## src/rtl/multicycle_control_fsm.sv

```systemverilog
// rtl/multicycle_control_fsm.sv - multi-cycle MIPS control sequencer with memory handshake, error halt and retire counter
module multicycle_control_fsm #(
  parameter int MEM_TIMEOUT = 16,
  parameter int CNT_W       = 32
) (
  input  logic             CLK,
  input  logic             RESET,
  input  logic             run,
  input  logic [5:0]       opcode,
  input  logic             Zero,
  input  logic             mem_ready,
  output logic             PCWrite,
  output logic             PCWriteCond,
  output logic             IorD,
  output logic             MemRead,
  output logic             MemWrite,
  output logic             IRWrite,
  output logic             MemtoReg,
  output logic             RegWrite,
  output logic             RegDst,
  output logic             ALUSrcA,
  output logic [1:0]       PCSource,
  output logic [1:0]       ALUSrcB,
  output logic [1:0]       ALUOp,
  output logic [3:0]       state,
  output logic             halted,
  output logic [1:0]       err_code,
  output logic [CNT_W-1:0] instr_count
);

  typedef enum logic [3:0] {
    S_IDLE     = 4'd0,
    S_FETCH    = 4'd1,
    S_DECODE   = 4'd2,
    S_MEM_ADDR = 4'd3,
    S_MEM_RD   = 4'd4,
    S_MEM_WB   = 4'd5,
    S_MEM_WR   = 4'd6,
    S_EXEC_R   = 4'd7,
    S_R_WB     = 4'd8,
    S_BRANCH   = 4'd9,
    S_ADDI_EX  = 4'd10,
    S_ADDI_WB  = 4'd11,
    S_JUMP     = 4'd12,
    S_HALT     = 4'd15
  } state_t;

  localparam logic [7:0] TIMEOUT_LIM = 8'(MEM_TIMEOUT);

  state_t           state_q, state_d;
  logic [7:0]       wait_q, wait_d;
  logic [1:0]       err_q, err_d;
  logic [CNT_W-1:0] cnt_q, cnt_d;
  logic [7:0]       wait_inc;
  logic             end_instr;
  logic             mem_wait;

  // Branch resolution happens in the datapath; the sequencer never looks at Zero.
  logic zero_unused;
  assign zero_unused = Zero;

  assign wait_inc    = wait_q + 8'd1;
  assign state       = state_q;
  assign halted      = (state_q == S_HALT);
  assign err_code    = err_q;
  assign instr_count = cnt_q;

  always_ff @(posedge CLK or negedge RESET) begin
    if (!RESET) begin
      state_q <= S_IDLE;
      wait_q  <= '0;
      err_q   <= 2'b00;
      cnt_q   <= '0;
    end else begin
      state_q <= state_d;
      wait_q  <= wait_d;
      err_q   <= err_d;
      cnt_q   <= cnt_d;
    end
  end

  always_comb begin
    state_d     = state_q;
    wait_d      = '0;
    err_d       = err_q;
    cnt_d       = cnt_q;
    end_instr   = 1'b0;
    mem_wait    = 1'b0;
    PCWrite     = 1'b0;
    PCWriteCond = 1'b0;
    IorD        = 1'b0;
    MemRead     = 1'b0;
    MemWrite    = 1'b0;
    IRWrite     = 1'b0;
    MemtoReg    = 1'b0;
    RegWrite    = 1'b0;
    RegDst      = 1'b0;
    ALUSrcA     = 1'b0;
    PCSource    = 2'b00;
    ALUSrcB     = 2'b00;
    ALUOp       = 2'b00;

    case (state_q)
      S_IDLE: if (run) state_d = S_FETCH;
      S_FETCH: begin
        MemRead  = 1'b1;
        ALUSrcB  = 2'b01;
        IRWrite  = mem_ready;
        PCWrite  = mem_ready;
        mem_wait = 1'b1;
        if (mem_ready) state_d = S_DECODE;
      end
      S_DECODE: begin
        ALUSrcB = 2'b11;
        case (opcode)
          6'd0:         state_d = S_EXEC_R;
          6'd35, 6'd43: state_d = S_MEM_ADDR;
          6'd4:         state_d = S_BRANCH;
          6'd8:         state_d = S_ADDI_EX;
          6'd2:         state_d = S_JUMP;
          default: begin
            state_d = S_HALT;
            err_d   = 2'b01;
          end
        endcase
      end
      S_MEM_ADDR: begin
        ALUSrcA = 1'b1;
        ALUSrcB = 2'b10;
        state_d = (opcode == 6'd35) ? S_MEM_RD : S_MEM_WR;
      end
      S_MEM_RD: begin
        MemRead  = 1'b1;
        IorD     = 1'b1;
        mem_wait = 1'b1;
        if (mem_ready) state_d = S_MEM_WB;
      end
      S_MEM_WB: begin
        MemtoReg  = 1'b1;
        RegWrite  = 1'b1;
        end_instr = 1'b1;
      end
      S_MEM_WR: begin
        MemWrite  = 1'b1;
        IorD      = 1'b1;
        mem_wait  = 1'b1;
        end_instr = mem_ready;
      end
      S_EXEC_R: begin
        ALUSrcA = 1'b1;
        ALUOp   = 2'b10;
        state_d = S_R_WB;
      end
      S_R_WB: begin
        RegDst    = 1'b1;
        RegWrite  = 1'b1;
        end_instr = 1'b1;
      end
      S_BRANCH: begin
        ALUSrcA     = 1'b1;
        ALUOp       = 2'b01;
        PCWriteCond = 1'b1;
        PCSource    = 2'b01;
        end_instr   = 1'b1;
      end
      S_ADDI_EX: begin
        ALUSrcA = 1'b1;
        ALUSrcB = 2'b10;
        state_d = S_ADDI_WB;
      end
      S_ADDI_WB: begin
        RegWrite  = 1'b1;
        end_instr = 1'b1;
      end
      S_JUMP: begin
        PCWrite   = 1'b1;
        PCSource  = 2'b10;
        end_instr = 1'b1;
      end
      S_HALT:  state_d = S_HALT;
      default: state_d = S_HALT;
    endcase

    // A completing access (mem_ready=1) always beats the timeout on the same cycle.
    if (mem_wait && !mem_ready) begin
      if (wait_inc == TIMEOUT_LIM) begin
        state_d = S_HALT;
        err_d   = 2'b10;
      end else begin
        wait_d = wait_inc;
      end
    end

    if (end_instr) begin
      cnt_d   = cnt_q + {{(CNT_W-1){1'b0}}, 1'b1};
      state_d = run ? S_FETCH : S_IDLE;
    end
  end

endmodule

```

## config.mk

```make
export PLATFORM = sky130hd
export DESIGN_NAME = multicycle_control_fsm
export DESIGN_NICKNAME = d
export VERILOG_FILES = /design/src/rtl/multicycle_control_fsm.sv
export SDC_FILE = /design/constraint.sdc
export NUM_CORES = 1
export LEC_CHECK = 0
export CORE_MARGIN = 8
export CORE_UTILIZATION = 49
export CTS_CLUSTER_DIAMETER = 30
export DETAILED_ROUTE_END_ITERATION = 16
export PLACE_DENSITY = 0.85
export SLEW_MARGIN = 10
export SYNTH_ARGS = -nofsm -noshare
export SYNTH_HDL_FRONTEND = slang
export SYNTH_SLANG_ARGS = --single-unit
```

## constraint.sdc

```tcl
create_clock -name CLK -period 2.6 [get_ports CLK]
set_input_delay 0.26 -clock CLK [delete_from_list [all_inputs] [get_ports CLK]]
set_output_delay 0.26 -clock CLK [all_outputs]
set_load 0.02 [all_outputs]
```

======== Word-level counts from Yosys, hierarchy flattened ========
Cells that the tools add are included.
cells by class
  add/sub/neg operators ................... 2
  eq/ne operators ......................... 19
  multiplexer cells ....................... 31
  reduce and logical (&&, ||, !) cells .... 14
operator list
  kind                   count
  $add 32x1->32 const B  1
  $pmux 4 s8             1
  $eq 4x4->1 const B     6
  $mux 4                 6
  $pmux 4 s5             1
  $eq 4x3->1 const B     4
  $mux 8                 2
  $eq 6x6->1 const B     2
  $reduce_or 6->1        2
  $mux 1                 11
  $mux 2                 5
  $add 8x1->8 const B    1
  $eq 4x2->1 const B     2
  $eq 8x5->1 const B     1
  $pmux 2 s2             2
  $reduce_or 2->1        4
  $eq 6x2->1 const B     1
  $eq 6x3->1 const B     1
  $eq 6x4->1 const B     1
  $logic_not 6->1        1
  $pmux 2 s3             1
  $reduce_or 3->1        2
  $reduce_or 5->1        1
  $eq 4x1->1 const B     1
  5 further kinds        6
storage, ports and cells
  register bits ........................... 46
  input bits .............................. 11
  output and inout port bits .............. 55
  word-level logic and storage cells ...... 70

======== Logic depth before layout (Yosys ltp) ========
  word-level depth ........................ 7
  depth in mapped cells ................... 7
  depth with buffers taken out ............ 6

======== Worst setup path after synthesis ========
OpenSTA, ideal clock, no wires.
  path type ............................... register to register
  start ................................... register state_q[0], in the netlist state[0]
  end ..................................... register cnt_q[6], in the netlist instr_count[6]
  library setup time ...................... 129 ps
  arrival ................................. 1,929 ps
  data required time ...................... 2,471 ps
  setup slack ............................. 542 ps
  stages on the path, launching flop included .. 6
  buffers on the path ..................... 0
  cells stage by stage .................... dfrtp_1 nand2b_2 o31a_4 and2_4 or4b_1 xnor2_1
between the ends
  cells in the longest elaborated chain, start to end .. 3
RTL lines
  item                                      RTL line  text
  start: declaration                        50        state_t state_q, state_d;
  start signal: assignment                  75        state_q <= state_d;
  $eq 4x4->1 or $eq 4x3->1 (tied branches)  103       case (state_q)
  $reduce_or 5->1 (no source line)          n/a
  $pmux 1 s2 (*)                            103
  end signal: assignment                    78        cnt_q <= cnt_d;
  end: declaration                          53        logic [CNT_W-1:0] cnt_q, cnt_d;
Mark *: on every way between the ends. The rest lies on a longest branch, timed or not.
A chain may end at the register's enable or synchronous reset.

======== Worst setup path in the final report ========
  start ................................... register state_q[2], in the netlist state[2]
  end ..................................... output RegWrite
between the ends
  cells in the longest elaborated chain, start to end .. 3
RTL lines
  item                                      RTL line  text
  $eq 4x4->1 or $eq 4x3->1 (tied branches)  103
  $reduce_or 3->1 (no source line) (*)      n/a
  $mux 1 (*)                                103
  end: declaration                          19        output logic RegWrite,
Marks and branches as above.

==> impl_metrics.env <==
export IMPL_status="complete, no violations"
export IMPL_slowest_delay_ns=0.63
export IMPL_hp_class="input pin to asynchronous set/reset pin"
export IMPL_syn_area_per_cell_um2=9.67
export IMPL_numPortBuffers=64
export IMPL_clockBufferDepth=2
export IMPL_tightest_slew_ns=0.981
export IMPL_busiest_layer="met2"
export IMPL_power_density_nw_per_um2=791
export IMPL_fin_nets=346
export IMPL_cp_slowest_cell="clkdlybuf4s50_1"
export IMPL_power_mw=2.70
export IMPL_synth_fa_ha_area_frac=0.00959
export IMPL_arrival_ns=2.04
export IMPL_synth_top_area_share=0.441
export IMPL_worstSetupPathType="flop to output pin"
export IMPL_synth_area_mux_share=0
export IMPL_rsz0062_at_grt="false"
export IMPL_grt_first_pass_wirelength_um=9870
export IMPL_drtIter0Drc=108
export IMPL_dp_hpwl_um=4620
export IMPL_synthFlopType="dfrtp_1"
export IMPL_htree_levels=2
export IMPL_dieArea_um2=7920
export IMPL_leakagePower_nw=1.32
export IMPL_initial_core_util=0.508
export IMPL_yosysSeqAreaShare=0.441
export IMPL_crit_chain="inv_1, nand2_1, nor2_1, nor2b_1, o22ai_1, clkdlybuf4s50_1"
export IMPL_area_growth_pct=30.8
export IMPL_place_congestion=0.842
export IMPL_yosys_top_cells_area="dfrtp_1 (44%), xor2_1 (8.1%), xnor2_1 (5.4%)"
export IMPL_crit_required_ns=2.34
export IMPL_ys_ff_latch=46
export IMPL_synth_top_area_cell="dfrtp_1"
export IMPL_yosys_warnings=0
export IMPL_cts_root_buf="clkbuf_8"
export IMPL_cp_max_fo=10
export IMPL_critPathLaunch="state[2]"
export IMPL_setup_violations=0
export IMPL_numCtsBuffers=5
export IMPL_antenna_found_initial=0
export IMPL_hold_buffers=0
export IMPL_routedWlPerCell_um=15.1
export IMPL_r2r_worst_path_cells=5
export IMPL_tns_ns=0
export IMPL_drc=0
export IMPL_drtAntennaViolNets=0
export IMPL_reg2reg_from="state[3]"
export IMPL_synthXorXnorAreaFrac=0.134
export IMPL_cts_tree="done"
export IMPL_drive_gt1_frac=0.0808
export IMPL_worstSetupEndpointType="output pin"
export IMPL_synth_net_count=283
export IMPL_finalCritPeriodShare=0.885
export IMPL_drv_slew=0
export IMPL_met2_usage=0.263
export IMPL_post_cts_resized=0
export IMPL_grt_usage=0.155
export IMPL_synth_top_family_by_area="simple AND/OR/NAND/NOR gates"
export IMPL_clkSlewWorstSetupHoldPaths_ns=0.09
export IMPL_finalHoldViolCount=0
export IMPL_use_met3=0.0441
export IMPL_gr_total_overflow=0
export IMPL_period_needed_ns=2.30
export IMPL_yosys_area_share_simple=0.279
export IMPL_yosys_cell_types_count=50
export IMPL_routed_via_density=5.57
export IMPL_syn_area_um2=2610
export IMPL_clkSinkCount=46
export IMPL_ioPinCount=66
export IMPL_core_rowCount=26
export IMPL_num_vias=2249
export IMPL_syn_instance_count=270
export IMPL_fmax_mhz=434
export IMPL_n_antenna_cell=0
export IMPL_die_width_um=89.0
export IMPL_clock_latency_ns=0.30
export IMPL_routed_wl_um=6090
export IMPL_coreArea_um2=5140
export IMPL_slew_headroom=0.346
export IMPL_dr_pass1_iters=5
export IMPL_fin_skew_ns=0.00971
export IMPL_grt_max_degree=47
export IMPL_maxCapViolations=0
export IMPL_ff_latch_area_um2=1150
export IMPL_grt_pass1_vias=2123
export IMPL_grt_use_met1=0.186
export IMPL_die_y_um=89.0
export IMPL_synth_compound_area_share=0.107
export IMPL_synth_async_sr_flop_share=1.00
export IMPL_multiInputGateArea_um2=1380
export IMPL_synth_edf_count=0
export IMPL_vdd_drop_max_uv=394
export IMPL_cp_start_kind="flop"
export IMPL_fillers=443
export IMPL_cts_setup_buffers=0
## cells in the mapped netlist, types with 3 or more instances
library cell  instances
nand4_1               7
nand2b_1              5
clkbuf_1              7
xor2_1               24
nor3_1                9
dfrtp_1              46
nor2_1               24
or3_1                 3
nand3b_1              3
inv_1                 4
a31oi_1               3
nor4b_2               3
a21oi_1               6
and3_1                8
nor4_1                8
xnor2_1              16
a211oi_1              3
and4_1                4
nand2_1              30
o21ai_0               7
nand3_1              14
## power by group
part           internal [mW]  leakage [nW]  switching [mW]  total, mW
Sequential             0.793         0.550           0.103      0.896
Combinational          0.531         0.713           0.738       1.27
Clock                  0.288        0.0585           0.247      0.535
## flip-flops by register name, summed over array words and instances (netlist names)
register and count:
wait_q 8, state 4, instr_count 32, err_code 2
## area by class of cell
type / instances / area share
Inverter: 4 / 0.00440
Tap cell: 70 / 0.0257
Sequential cell: 46 / 0.337
Clock inverter: 3 / 0.0128
Multi-Input combinational cell: 208 / 0.405
Clock buffer: 5 / 0.0202
Timing Repair Buffer: 68 / 0.195
## kinds of logic (layout without fill, tap and decap cells)
group,count (synthesis),after routing
adders and majority gates,2,2
DFF,46,46
AOI/OAI and AO/OA,34,34
xor gates and xnor gates,40,40
and+or+nand+nor,132,132
buffers and inverters,16,80
## metrics by stage
stage	utilization	hold WS (ns)	std cells	instance area (µm²)	setup WS [ns]
after floorplan	-	-0.0356	270	2610	0.542
after global placement	0.642	0.462	396	3300	0.274
after detailed placement	0.642	0.470	396	3300	0.242
after CTS	0.664	0.140	404	3410	0.280
after global routing	0.664	0.187	404	3410	0.175
final	0.664	0.114	404	3410	0.298
## worst max-delay path, delay by kind of cell (launching register included)
family,cells,cell delay [ns]
buffers and inverters,2,0.77
flip-flops,1,0.49
AND/OR/NAND/NOR,3,0.34
AO/OA/AOI/OAI,1,0.13
## layer usage
metal / vias up / part of all wire
li1: 1092 / -
met1: 1075 / 0.44
met2: 75 / 0.48
met3: 7 / 0.068
met4: 0 / 0.010
met5: - / 0
## path summary, 6_finish.rpt
kind	slack [ns]	endpoint
worst max register to register	0.44	instr_count[6]
worst min-delay path	0.11	instr_count[8]
worst max-delay path	0.30	RegWrite
max in group asynchronous	1.88	instr_count[26]
worst min register to register	0.48	instr_count[31]
min in group CLK	0.48	instr_count[31]
## cells in the final DEF, fill, tap and decap left out, types with 4 or more instances in the layout
cell type        netlist  routed
nand2_1               30      30
buf_4                  2       4
nor2_1                24      24
nor3_1                 9       9
nor4_1                 8       8
nand3_1               14      14
nand4_1                7       7
and4_1                 4       4
dfrtp_1               46      46
a21oi_1                6       6
inv_1                  4       4
xnor2_1               16      16
and3_1                 8       8
o21ai_0                7       7
clkbuf_8               0       5
clkdlybuf4s50_1        0      63
xor2_1                24      24
nand2b_1               5       5
(Power assumes the default switching activity.)
